$ cat config.mk
export PLATFORM = sky130hd
export DESIGN_NAME = ccr_intr_ctrl
export DESIGN_NICKNAME = d
export VERILOG_FILES = /design/src/rtl/ccr_intr_ctrl.sv
export SDC_FILE = /design/constraint.sdc
export NUM_CORES = 1
export LEC_CHECK = 0
export ABC_AREA = 1
export ABC_CLOCK_PERIOD_IN_PS = 3190
export CORE_MARGIN = 3
export CORE_UTILIZATION = 25
export CTS_BUF_LIST = sky130_fd_sc_hd__clkbuf_16
export CTS_CLUSTER_SIZE = 40
export DETAILED_ROUTE_END_ITERATION = 10
export SETUP_SLACK_MARGIN = 0.4
export SLEW_MARGIN = 25
export SYNTH_ARGS = -nofsm -noshare
export SYNTH_HDL_FRONTEND = slang
export SYNTH_SLANG_ARGS = --single-unit
$ cat constraint.sdc
create_clock -name clk -period 3.19 [get_ports clk]
set_input_delay 0.319 -clock clk [delete_from_list [all_inputs] [get_ports clk]]
set_output_delay 0.319 -clock clk [all_outputs]
set_load 0.1 [all_outputs]
$ cat src/rtl/ccr_intr_ctrl.sv
// CCR write arbiter with a shadow flag stack for interrupt entry (push) and RTI (pop).
// Optional build macro CCR_CLEAR_ON_INTR_EN: the SAVE cycle also clears the CCR.
module ccr_intr_ctrl #(
  parameter int DEPTH = 4,
  parameter int PW    = $clog2(DEPTH + 1)
) (
  input  logic          clk,
  input  logic          rst,
  input  logic          alu_flag_en,
  input  logic [3:0]    alu_flag_mask,
  input  logic [3:0]    alu_flags,
  input  logic [3:0]    ccr_q,
  input  logic          intr_req,
  input  logic          rti_req,
  output logic          ccr_flag_en,
  output logic [3:0]    ccr_flag_mask,
  output logic [3:0]    ccr_flags,
  output logic          intr_ack,
  output logic          rti_done,
  output logic          busy,
  output logic [PW-1:0] nest_level,
  output logic          ovf_err,
  output logic          unf_err
);

  typedef enum logic [1:0] {
    ST_IDLE    = 2'd0,
    ST_SAVE    = 2'd1,
    ST_RESTORE = 2'd2
  } state_t;

  state_t        r_state;
  state_t        w_state_nxt;
  logic [PW-1:0] r_sp;
  logic [3:0]    r_stack [DEPTH];
  logic          r_ovf_err;
  logic          r_unf_err;

  logic          w_full;
  logic          w_empty;
  logic          w_ovf_set;
  logic [3:0]    w_top;

  assign w_full  = (r_sp == PW'(DEPTH));
  assign w_empty = (r_sp == '0);

  // Top-of-stack read: entry sp-1.
  always_comb begin
    w_top = 4'b0000;
    for (int i = 0; i < DEPTH; i++) begin
      if (PW'(i + 1) == r_sp) begin
        w_top = r_stack[i];
      end
    end
  end

  // Next state; RTI wins over interrupt entry.
  always_comb begin
    w_state_nxt = r_state;
    w_ovf_set   = 1'b0;
    case (r_state)
      ST_IDLE: begin
        if (rti_req) begin
          w_state_nxt = ST_RESTORE;
        end else if (intr_req && !w_full) begin
          w_state_nxt = ST_SAVE;
        end else if (intr_req) begin
          w_ovf_set = 1'b1;
        end
      end
      ST_SAVE:    w_state_nxt = ST_IDLE;
      ST_RESTORE: w_state_nxt = ST_IDLE;
      default:    w_state_nxt = ST_IDLE;
    endcase
  end

  always_comb begin
    ccr_flag_en   = 1'b0;
    ccr_flag_mask = 4'b0000;
    ccr_flags     = 4'b0000;
    intr_ack      = 1'b0;
    rti_done      = 1'b0;
    case (r_state)
      ST_IDLE: begin
        ccr_flag_en   = alu_flag_en;
        ccr_flag_mask = alu_flag_mask;
        ccr_flags     = alu_flags;
      end
      ST_SAVE: begin
        intr_ack = 1'b1;
`ifdef CCR_CLEAR_ON_INTR_EN
        ccr_flag_en   = 1'b1;
        ccr_flag_mask = 4'b1111;
        ccr_flags     = 4'b0000;
`else
        ccr_flag_en   = 1'b0;
`endif
      end
      ST_RESTORE: begin
        rti_done = 1'b1;
        if (!w_empty) begin
          ccr_flag_en   = 1'b1;
          ccr_flag_mask = 4'b1111;
          ccr_flags     = w_top;
        end
      end
      default: begin
        ccr_flag_en = 1'b0;
      end
    endcase
    // Reset aborts any in-flight operation, including its pulse and CCR write.
    if (rst) begin
      ccr_flag_en   = 1'b0;
      ccr_flag_mask = 4'b0000;
      ccr_flags     = 4'b0000;
      intr_ack      = 1'b0;
      rti_done      = 1'b0;
    end
  end

  always_ff @(posedge clk) begin
    if (rst) begin
      r_state   <= ST_IDLE;
      r_sp      <= '0;
      r_ovf_err <= 1'b0;
      r_unf_err <= 1'b0;
    end else begin
      r_state <= w_state_nxt;
      if (w_ovf_set) begin
        r_ovf_err <= 1'b1;
      end
      if (r_state == ST_SAVE) begin
        r_sp <= r_sp + PW'(1);
      end
      if (r_state == ST_RESTORE) begin
        if (w_empty) begin
          r_unf_err <= 1'b1;
        end else begin
          r_sp <= r_sp - PW'(1);
        end
      end
    end
  end

  always_ff @(posedge clk) begin
    if (rst) begin
      for (int i = 0; i < DEPTH; i++) begin
        r_stack[i] <= 4'b0000;
      end
    end else if (r_state == ST_SAVE) begin
      for (int i = 0; i < DEPTH; i++) begin
        if (PW'(i) == r_sp) begin
          r_stack[i] <= ccr_q;
        end
      end
    end
  end

  assign busy       = (r_state != ST_IDLE);
  assign nest_level = r_sp;
  assign ovf_err    = r_ovf_err;
  assign unf_err    = r_unf_err;

endmodule

* Word level (Yosys, flattened, before mapping)
Memories as Yosys holds them, arrays and structs flattened. Cells that the tools add are included.
Word-level totals: bits of input ports 17, output and inout bits 17, register bits after elaboration 7, memories kept 1, memory bits (writable) 16
Memory list:
- r_stack | depth 4, width 4, rd ports 4, clocked after Yosys merged registers in 0, wr ports 4, RTL line 35 | logic [3:0] r_stack [DEPTH];
Cells by class: $add $sub $neg 2, reduce and logical (&&, ||, !) cells 9, bitwise operators 5, muxes and demuxes 48, equality and inequality tests 7
Operators by type and width (number):
- two-way mux 4 bit | 12
- two-way mux 1 bit | 28
- case mux 4 bit (2 select lines) | 2
- two-way mux 3 bit | 3
- equality test 2 x 3 -> 1 bit (first input constant) | 2
- two-way mux 2 bit | 2
- bitwise OR 1 bit | 4
- nonzero test 2 bit | 2
- adder 3 x 1 -> 3 bit (second input constant) | 1
- equality test 1 x 3 -> 1 bit (first input constant) | 1
- equality test 3 bit (first input constant) | 1
- equality test 3 bit (second input constant) | 1
- logical NOT 3 bit | 1
- OR reduction 3 bit | 1
- subtractor 3 x 1 -> 3 bit (second input constant) | 1
- equality test 2 x 1 -> 1 bit (second input constant) | 1
- equality test 2 bit (second input constant) | 1
- logical NOT 2 bit | 1
- case mux 1 bit (2 select lines) | 1
- AND reduction 2 bit | 1
- OR reduction 2 bit | 1
- logical AND 1 bit | 1
- logical NOT 1 bit | 1
- NOT 1 bit | 1

* Depth between registers and ports, before layout
Gate-level depths: netlist of run 1.
depth after elaboration 8, mapped depth 10, depth with buffers taken out 10

* Least setup slack after synthesis of run 1
OpenSTA, ideal clock, no wires.
kind register to output, start register r_sp[0], in the netlist nest_level[0], end output ccr_flags[3], data arrival time 3.320 ns, buffers on the path 0, required time 2.871 ns, setup slack -0.449 ns, stages on the path, launching flop included 9, cells stage by stage dfxtp_1 -> ha_1 -> ha_1 -> clkinv_1 -> nand3_1 -> nand2_1 -> nand2_1 -> nand2_1 -> a21oi_1
On the way: longest elaborated chain between the ends 8, elaborated cells between the ends (all ways) 12, those cells by class 4 x eq/ne; 7 x mux; 1 x reduce/logical
RTL lines:
- start, declared | RTL line 34 | logic [PW-1:0] r_sp;
- start signal, assigned | RTL line 133 | r_sp <= r_sp + PW'(1);
- start signal, assigned | RTL line 139 | r_sp <= r_sp - PW'(1);
- equality test 1 x 3 -> 1 bit | RTL line 51 | if (PW'(i + 1) == r_sp) begin
- two-way mux 4 bit (4 in series) | RTL line 51
- two-way mux 4 bit * | RTL line 101 | if (!w_empty) begin
- case mux 4 bit (2 select lines) * | RTL line 83 | case (r_state)
- two-way mux 4 bit * | RTL line 112 | if (rst) begin
- end, declared | RTL line 17 | output logic [3:0] ccr_flags,
Mark *: on every way between the ends. The rest lies on a longest branch, timed or not.

* Worst setup path after layout of run 1
Same ends and word-level chain as after synthesis.

==> run summary, run 1 <==
The post-layout utilization of the core came out at 0.3587. Setup violations remaining at the end of the flow were counted as 0. For this run, the detailed router's first-pass iteration total came to 4. In the synthesized netlist the dominant register cell turns out to be sky130_fd_sc_hd__edfxtp_1. The highest clock frequency the design can meet is 438.4 MHz. The classification of the worst-slack hold path is flip-flop to flip-flop. The global routing stage identified its most utilized layer as met2.

The die is 77.06 um wide. In this run the tool buffered the top-level ports with 33 buffer cells. CTS saw 23 sinks.

The starting density of the core is 0.2621. The number of cells upsized or downsized after cts was 0; the fraction of final layout cells sized beyond drive strength 1 was 0.1269. The number of buffers inserted by post-CTS setup repair came out at 0. The tools report the number of pins with negative max-slew slack in the final report as 0. At the end of the flow, the number of nets in the layout was 221. The final setup TNS came out at 0 ns. The H-tree depth is 1. Traced cell by cell, the critical path runs through ha_1 > ha_1 > clkinv_1 > nand3_1 > nand2_1 > nand2_1 > nand2_1 > a21oi_2 > buf_4. The leakage power total is 0.7946 nW, and the met1 track demand over resource in global routing is 0.1231. Measured along the y axis, the die boundary spans 77.06 um.

The sequential area share after synthesis was 0.4916; the synthesized flop and latch total was 23. For the number of distinct standard cells referenced by the synthesized netlist, the log shows 21. For this design, the slowest cell found on the critical path is sky130_fd_sc_hd__dfxtp_2. The total standard cell area after synthesis was 0.001262 sq mm; the first-pass GRT wire length was 4830 um.

Counting I/O delays and the setup requirement, the final critical path takes 2.281 ns. The synthesized netlist net count came out at 184. For the pin with the worst max-slew slack, the measured transition is 0.9714 ns.

Compared with the post-synthesis result, the final layout area differs by 36.87%. The logs give 37 for the number of DRC markers in iteration 0 and 2862 um for the total detailed-routing wirelength. The largest total area in the synthesized netlist belongs to sky130_fd_sc_hd__edfxtp_1. The tools report the placed cell area as 0.001649 sq mm.

The number of synthesized flops with an enable pin works out to 16. For this run, the number of Yosys warnings is 0. The cell count after synthesis came out at 161.

The mean post-synth cell area is 7.841 sq um. The detailed router placed 1111 vias in this run. Maximum buffer depth of the clock tree: 2. Clock-pin slew was measured on the worst setup and hold paths at 0.06 ns. STA puts the critical path data required time at 2.87 ns. Once placement completed, the tool counted placed cells totaling 260.

The largest fanout on the critical path was 9; the largest voltage drop on the vdd net was 0.0001684 V. The cell family with the largest share of critical-path delay is buffers and inverters. The number of global-route vias before repair came out at 1071. TritonCTS created 3 clock buffers. The count of nets left with antenna violations once routing finished came out at 0. The layout has 525 filler cells. Yosys attributes the largest share of cell area to sky130_fd_sc_hd__edfxtp_1 (38%), sky130_fd_sc_hd__nand2_1 (15%), sky130_fd_sc_hd__dfxtp_1 (11%).

The logs give 264 for the non-filler instance count after layout and 0 for the antenna diode count. After floorplanning, the core was sized to cover 0.004817 sq mm. Dominant cell by count in the synthesized netlist: sky130_fd_sc_hd__nand2_1. The tools report the area of all sequential standard cells as 624.3 sq um.

The insertion delay of the later-clocked pin in the worst-skew pair is 0.26 ns, and the largest net degree at the start of global routing is 13. The tool flagged a number of max-cap violations equal to 0. The worst slew margin relative to its limit is 0.3504, and the HPWL reported at the end of detailed placement is 2230 um. Data arrives at the worst endpoint at 1.96 ns. The global-route met3 utilization was 0.02465; the top-area cell type share of the netlist area was 0.3806. In this run the core area contains 25 standard-cell rows. Setup repair after global routing left no endpoint under its margin. The number of antenna violations at the first check in global routing came out at 0. The total overflow left after global routing is 0. The share of flip-flops with an asynchronous set or reset works out to 0.

The multi-input combinational cells in the finished layout cover a total of 565.5 sq um. The number of endpoints with negative hold slack in the final report is 0. Dividing total power by cell area gives a power density of 482.3 mW/mm^2. The run finished with clean final reports. OpenSTA, run right after detailed placement, puts the worst setup slack at 1.027 ns.

The congestion estimate from routability-driven global placement came to 0.7344. The final cycle utilization of the critical path is 0.7150, and the routing usage on met2 is 0.1603. On the final layout, the worst clock skew is 0.004290 ns. TritonCTS built the clock tree.

Across all setup checks in the final design, the least slack found is 0.9091 ns. On the worst path, the slowest cell contributes a delay of 0.38 ns. The number of ports placed on the die boundary is 34, and the remaining design rule violation count is 0. The tools report the root buffer cell as sky130_fd_sc_hd__clkbuf_16. Dividing the detail-routed via count by the number of cells gives 4.208.

Together, buffers and inverters on the worst path number 2. STA classifies the critical path startpoint as a flip-flop. The critical setup path kind is flip-flop to primary output. Critical path's most frequent cell: sky130_fd_sc_hd__nand2_1. The aggregate global-route resource usage was 0.1014; the wire length per cell was 10.84 um.

Sorting the synthesized cells by how often they occur yields sky130_fd_sc_hd__nand2_1 (49), sky130_fd_sc_hd__nor2_1 (31), sky130_fd_sc_hd__inv_1 (18). The number of hold-repair buffers added at the cts stage came out at 0. Area enclosed by the die boundary: 0.005938 sq mm.

After routing the design area is 0.001728 sq mm. The kind of end point of the critical path was a primary output.
worst paths after layout:
kind                                               start  slack, ns  cells after the start                           to
worst max-delay path            nest_level[0]$_SDFF_PP0_       0.91                      9                 ccr_flags[3]
worst min-delay path                ovf_err$_SDFFE_PP0P_       0.45                      2         ovf_err$_SDFFE_PP0P_
worst max register to register  nest_level[0]$_SDFF_PP0_       1.36                      4  r_stack[3][0]$_SDFFCE_PN0P_
worst min register to register      ovf_err$_SDFFE_PP0P_       0.45                      2         ovf_err$_SDFFE_PP0P_
sequential cells by signal, indices dropped and copies added (netlist names):
register	flops
nest_level	3
r_stack	16
ovf_err	1
unf_err	1
r_state	2
layer usage:
metal | vias up | part of all wire
li1 | 582 | -
met1 | 495 | 0.44
met2 | 29 | 0.47
met3 | 5 | 0.064
met4 | 0 | 0.025
met5 | - | 0
worst register-to-register path: stages (launching register included):
cell and delay, ns:
sky130_fd_sc_hd__dfxtp_2 0.38, sky130_fd_sc_hd__ha_1 0.16, sky130_fd_sc_hd__ha_1 0.16, sky130_fd_sc_hd__clkinv_1 0.22
sky130_fd_sc_hd__o21ai_0 0.54
per-stage QoR:
step / total power, W / hold slack (ns)
2_1_floorplan: 0.0005121 / 0.4627
3_3_place_gp: 0.0005693 / 0.4400
3_5_place_dp: 0.0005704 / 0.4475
4_1_cts: 0.0008370 / 0.4596
5_1_grt: 0.0008628 / 0.4874
6_report: 0.0008334 / 0.4523
report_power, final:
part | switching [W] | internal (W) | leakage [nW]
Clock | 0.000103 | 0.000167 | 0.0423
Sequential | 0.00000821 | 0.000333 | 0.224
Combinational | 0.000164 | 0.0000580 | 0.528
final cells by class:
cell class | count | area share
clock inverter | 1 | 0.002172
multi-input combinational | 117 | 0.3273
tap | 67 | 0.04852
inverter | 20 | 0.04345
timing repair buffer | 33 | 0.1738
sequential | 23 | 0.3613
clock buffer | 3 | 0.04345
cell families (layout without fill, tap and decap cells):
group,count (synthesis),count (layout),synth area share
compound gates,13,13,0.05451
xor+xnor,1,1,0.006939
fa+ha+maj,6,6,0.05946
buf+inv,21,57,0.06837
flops,23,23,0.4916
simple gates,97,97,0.3191
cells in the final DEF (no fill, tap or decap):
cell type                         netlist  final
sky130_fd_sc_hd__nand2_1               49     49
sky130_fd_sc_hd__nor2_1                31     31
sky130_fd_sc_hd__clkdlybuf4s50_1        0     21
sky130_fd_sc_hd__inv_1                 18     19
sky130_fd_sc_hd__edfxtp_1              16     16
sky130_fd_sc_hd__buf_4                  0     12
sky130_fd_sc_hd__nand3_1               10     10
sky130_fd_sc_hd__o21ai_0                6      6
sky130_fd_sc_hd__ha_1                   6      6
sky130_fd_sc_hd__a21oi_1                5      4
sky130_fd_sc_hd__dfxtp_1                7      4
sky130_fd_sc_hd__clkbuf_16              0      3
sky130_fd_sc_hd__dfxtp_2                0      3
sky130_fd_sc_hd__nand2_2                2      2
sky130_fd_sc_hd__inv_2                  1      1
sky130_fd_sc_hd__nor2_4                 1      1
sky130_fd_sc_hd__nor3_4                 0      1
sky130_fd_sc_hd__clkinv_1               1      1
sky130_fd_sc_hd__nor2_2                 1      1
sky130_fd_sc_hd__a21oi_2                0      1
sky130_fd_sc_hd__o31ai_1                1      1
sky130_fd_sc_hd__or2_0                  1      1
sky130_fd_sc_hd__xor2_1                 1      1
sky130_fd_sc_hd__a31oi_1                1      1
sky130_fd_sc_hd__nand4_1                1      1
(Power assumes the default switching activity.)
==> run 2: changes to the inputs <==
--- a/config.mk
+++ b/config.mk
@@ -6,7 +6,7 @@
 export NUM_CORES = 1
 export LEC_CHECK = 0
 export ABC_AREA = 1
-export ABC_CLOCK_PERIOD_IN_PS = 3190
+export ABC_CLOCK_PERIOD_IN_PS = 2000
 export CORE_MARGIN = 3
 export CORE_UTILIZATION = 25
 export CTS_BUF_LIST = sky130_fd_sc_hd__clkbuf_16
==> constraint.sdc (replaced) <==
create_clock -name clk -period 2 [get_ports clk]
set_input_delay 0.2 -clock clk [delete_from_list [all_inputs] [get_ports clk]]
set_output_delay 0.2 -clock clk [all_outputs]
set_load 0.1 [all_outputs]
==> run 2 against run 1 <==
Net effect: global-route usage increased by 2.3 points; largest power group unchanged; final cell count increased by 7.2%; die area unchanged; register-to-register slack got worse by 0.85 ns; critical path depth unchanged; first-iteration DRC count decreased by 27%; non-clock buffer count increased by 18; wire length increased by 20%; clock-buffer cell count unchanged.
==> run summary, run 2 (synthesis results as in run 1) <==
The worst setup path is captured at a primary output. The logs give 0.7647 for the final weighted congestion of routability-driven global placement and 1.74 ns for the endpoint arrival time on the critical path. The largest voltage drop on the vdd net was 0.0003277 V; the clock-pin slew on the worst setup and hold paths was 0.07 ns. The leakage power total is 0.9759 nW, and the number of ports placed on the die boundary is 34. The worst path in the final design needs a cycle of 1.936 ns, including I/O delays and setup.

The critical setup path kind is flip-flop to primary output. The wire-length estimate of the detail-placed layout is 2358 um. The tools report the CTS buffer count as 3. The transition time at the pin with the least slew margin is 0.4200 ns. CTS placed an instance of sky130_fd_sc_hd__clkbuf_16 at the clock tree root.

The largest single stage delay on the critical path is 0.40 ns. The overall die height is 77.06 um, and the number of nets in the layout is 240. The number of endpoints with negative hold slack in the final report came out at 0. The largest net degree at the start of global routing was 15; the post-synthesis to final-layout area growth was 89.79%. Across the routed clock network, the largest skew measured is 0.004051 ns. For this design the ratio of total power to cell area is 638.9 mW/mm^2.

The total area inside the core boundary comes to 0.004817 sq mm. The clock net in this run drives a total of 23 sinks. STA classifies the critical path startpoint as a flip-flop. The starting density of the core was 0.2621. For the first-pass GRT wire length, the log shows 5885 um. For this run, the top clock speed supported by timing is 516.6 MHz.

The run gives 0 as the number of hold-repair buffers added at the cts stage. Traced cell by cell, the critical path runs through ha_4 > ha_4 > clkinv_2 > nand3_2 > nand2_1 > nand2_1 > nand2_2 > a21oi_4 > buf_12. Setup repair after global routing could not meet its margin everywhere. The per-cell via count in the routed design is 4.403.

The run gives 0.02347 as the global-route met3 utilization. TritonCTS built the clock tree. The number of max-cap violations is 0. r_stack holds more flip-flops than any other register.

The worst hold path belongs to the class flip-flop to flip-flop. The antenna diode count was 0; the number of DRC markers in iteration 0 was 27. Power comes to 0.001531 W. The largest fanout on the critical path is 4. The tools report the total setup violations reported at the end of the flow as 0. Leaving out fill and tap cells, the most frequent cell in the layout is sky130_fd_sc_hd__nand2_1. Final cycle utilization of the critical path: 0.9679. The wire length per cell works out to 12.09 um.

Insertion delay of the later-clocked pin in the worst-skew pair: 0.26 ns. The routing usage on met2 came out at 0.2178. Number of global-route vias before repair: 1243. The width of the die works out to 77.06 um. The count of nets left with antenna violations after detail routing was 0; the total detailed-routing wirelength was 3422 um. The detailed router placed 1246 vias in this run. The count of buffers from port buffering was 33. H-tree depth: 1. The global route total overflow came out at 0.

The floorplan step defined a die boundary enclosing 0.005938 sq mm. The tools report the aggregate global-route resource usage as 0.1243. The met1 track demand over resource in global routing is 0.1476, and the flip-flop count of the largest register, all copies and words added is 16.

Leaving out fill and tap cells, the most frequent cells in the layout are sky130_fd_sc_hd__nand2_1 (30), sky130_fd_sc_hd__nor2_1 (24), sky130_fd_sc_hd__buf_4 (19). Once layout is complete, the cells apart from fillers number 283. The maximum buffer depth of the clock tree was 2. The number of antenna violations at the first check in global routing was 0; the remaining design rule violation count was 0. For this design, the slowest cell found on the critical path is sky130_fd_sc_hd__dfxtp_4. The run finished with clean final reports. In this run the most used layer during global routing was met2. The worst slew margin relative to its limit came out at 0.7183. Number of detailed-route iterations in the first pass: 4.

The worst path required time was 1.80 ns; the count of standard-cell rows was 25. The filler cells instantiated in the layout total 445. The number of pins with negative max-slew slack in the final report came out at 0. The fraction of final layout cells sized beyond drive strength 1 came out at 0.4259. The tools report the number of placed instances with taps included as 261.
-- run 2: cell count changes in the layout (fill, tap and decap cells not counted), moves of 6 or more --
cell / before / now
sky130_fd_sc_hd__nor2_1: 31 / 24
sky130_fd_sc_hd__nand2_1: 49 / 30
sky130_fd_sc_hd__inv_1: 19 / 11
sky130_fd_sc_hd__nand2_8: 0 / 12
sky130_fd_sc_hd__clkdlybuf4s50_1: 21 / 15
sky130_fd_sc_hd__buf_4: 12 / 19
sky130_fd_sc_hd__buf_12: 0 / 12
-- run 2: path summary, 6_finish.rpt --
path | from | endpoint | slack (ns) | cells after the start
setup / recovery | nest_level[1]$_SDFF_PP0_ | ccr_flags[3] | 0.06 | 9
hold reg to reg | ovf_err$_SDFFE_PP0P_ | ovf_err$_SDFFE_PP0P_ | 0.45 | 2
hold / removal | ovf_err$_SDFFE_PP0P_ | ovf_err$_SDFFE_PP0P_ | 0.45 | 2
setup reg to reg | nest_level[1]$_SDFF_PP0_ | r_stack[3][2]$_SDFFCE_PN0P_ | 0.51 | 4
-- run 2: per-stage QoR --
step	instance area, sq um	setup slack (ns)	util	setup TNS (ns)	hold slack, ns
after floorplan	1434	-0.04201	-	-0.2510	0.3363
after global placement	1931	0.1488	0.4008	0	0.4409
after detailed placement	1931	0.1442	0.4008	0	0.4451
after CTS	2201	0.07460	0.4569	0	0.4553
after global routing	2396	-0.02697	0.4974	-0.05014	0.5064
final	2396	0.06416	0.4974	0	0.4525
-- run 2: repair_timing --
item,in CTS,in global routing
pin swaps,6,18
setup buffers,8,9
gates cloned,1,0
gates resized for setup,37,28
endpoints found under the setup margin,13,14
-- run 2: routing by layer --
metal | routed length, um | up-vias
met4 | 66 | 0
met1 | 1394 | 581
met5 | 0 | -
met3 | 133 | 7
met2 | 1827 | 29
li1 | - | 629
-- run 2: where the power goes --
group          switching (W)  leakage, nW  internal [W]
Sequential         0.0000191        0.226      0.000528
Clock               0.000179       0.0371      0.000271
Combinational       0.000334        0.712      0.000200
-- run 2: area by class of cell --
cell class	instances	area, sq um	area share
clock buffer	3	75.07	0.03133
clock inverter	1	7.507	0.003133
inverter	20	90.09	0.03760
multi-input combinational	117	915.9	0.3822
sequential	23	639.4	0.2668
tap	67	83.83	0.03499
timing repair buffer	51	579.3	0.2418
timing repair inverter	1	5.005	0.002089
-- run 2: critical path, delay by kind of cell (launching register included) --
family | cells | cell delay [ns]
DFF | 1 | 0.40
and+or+nand+nor | 4 | 0.29
buffers and inverters | 2 | 0.29
adders and majority gates | 2 | 0.31
AOI/OAI and AO/OA | 1 | 0.18
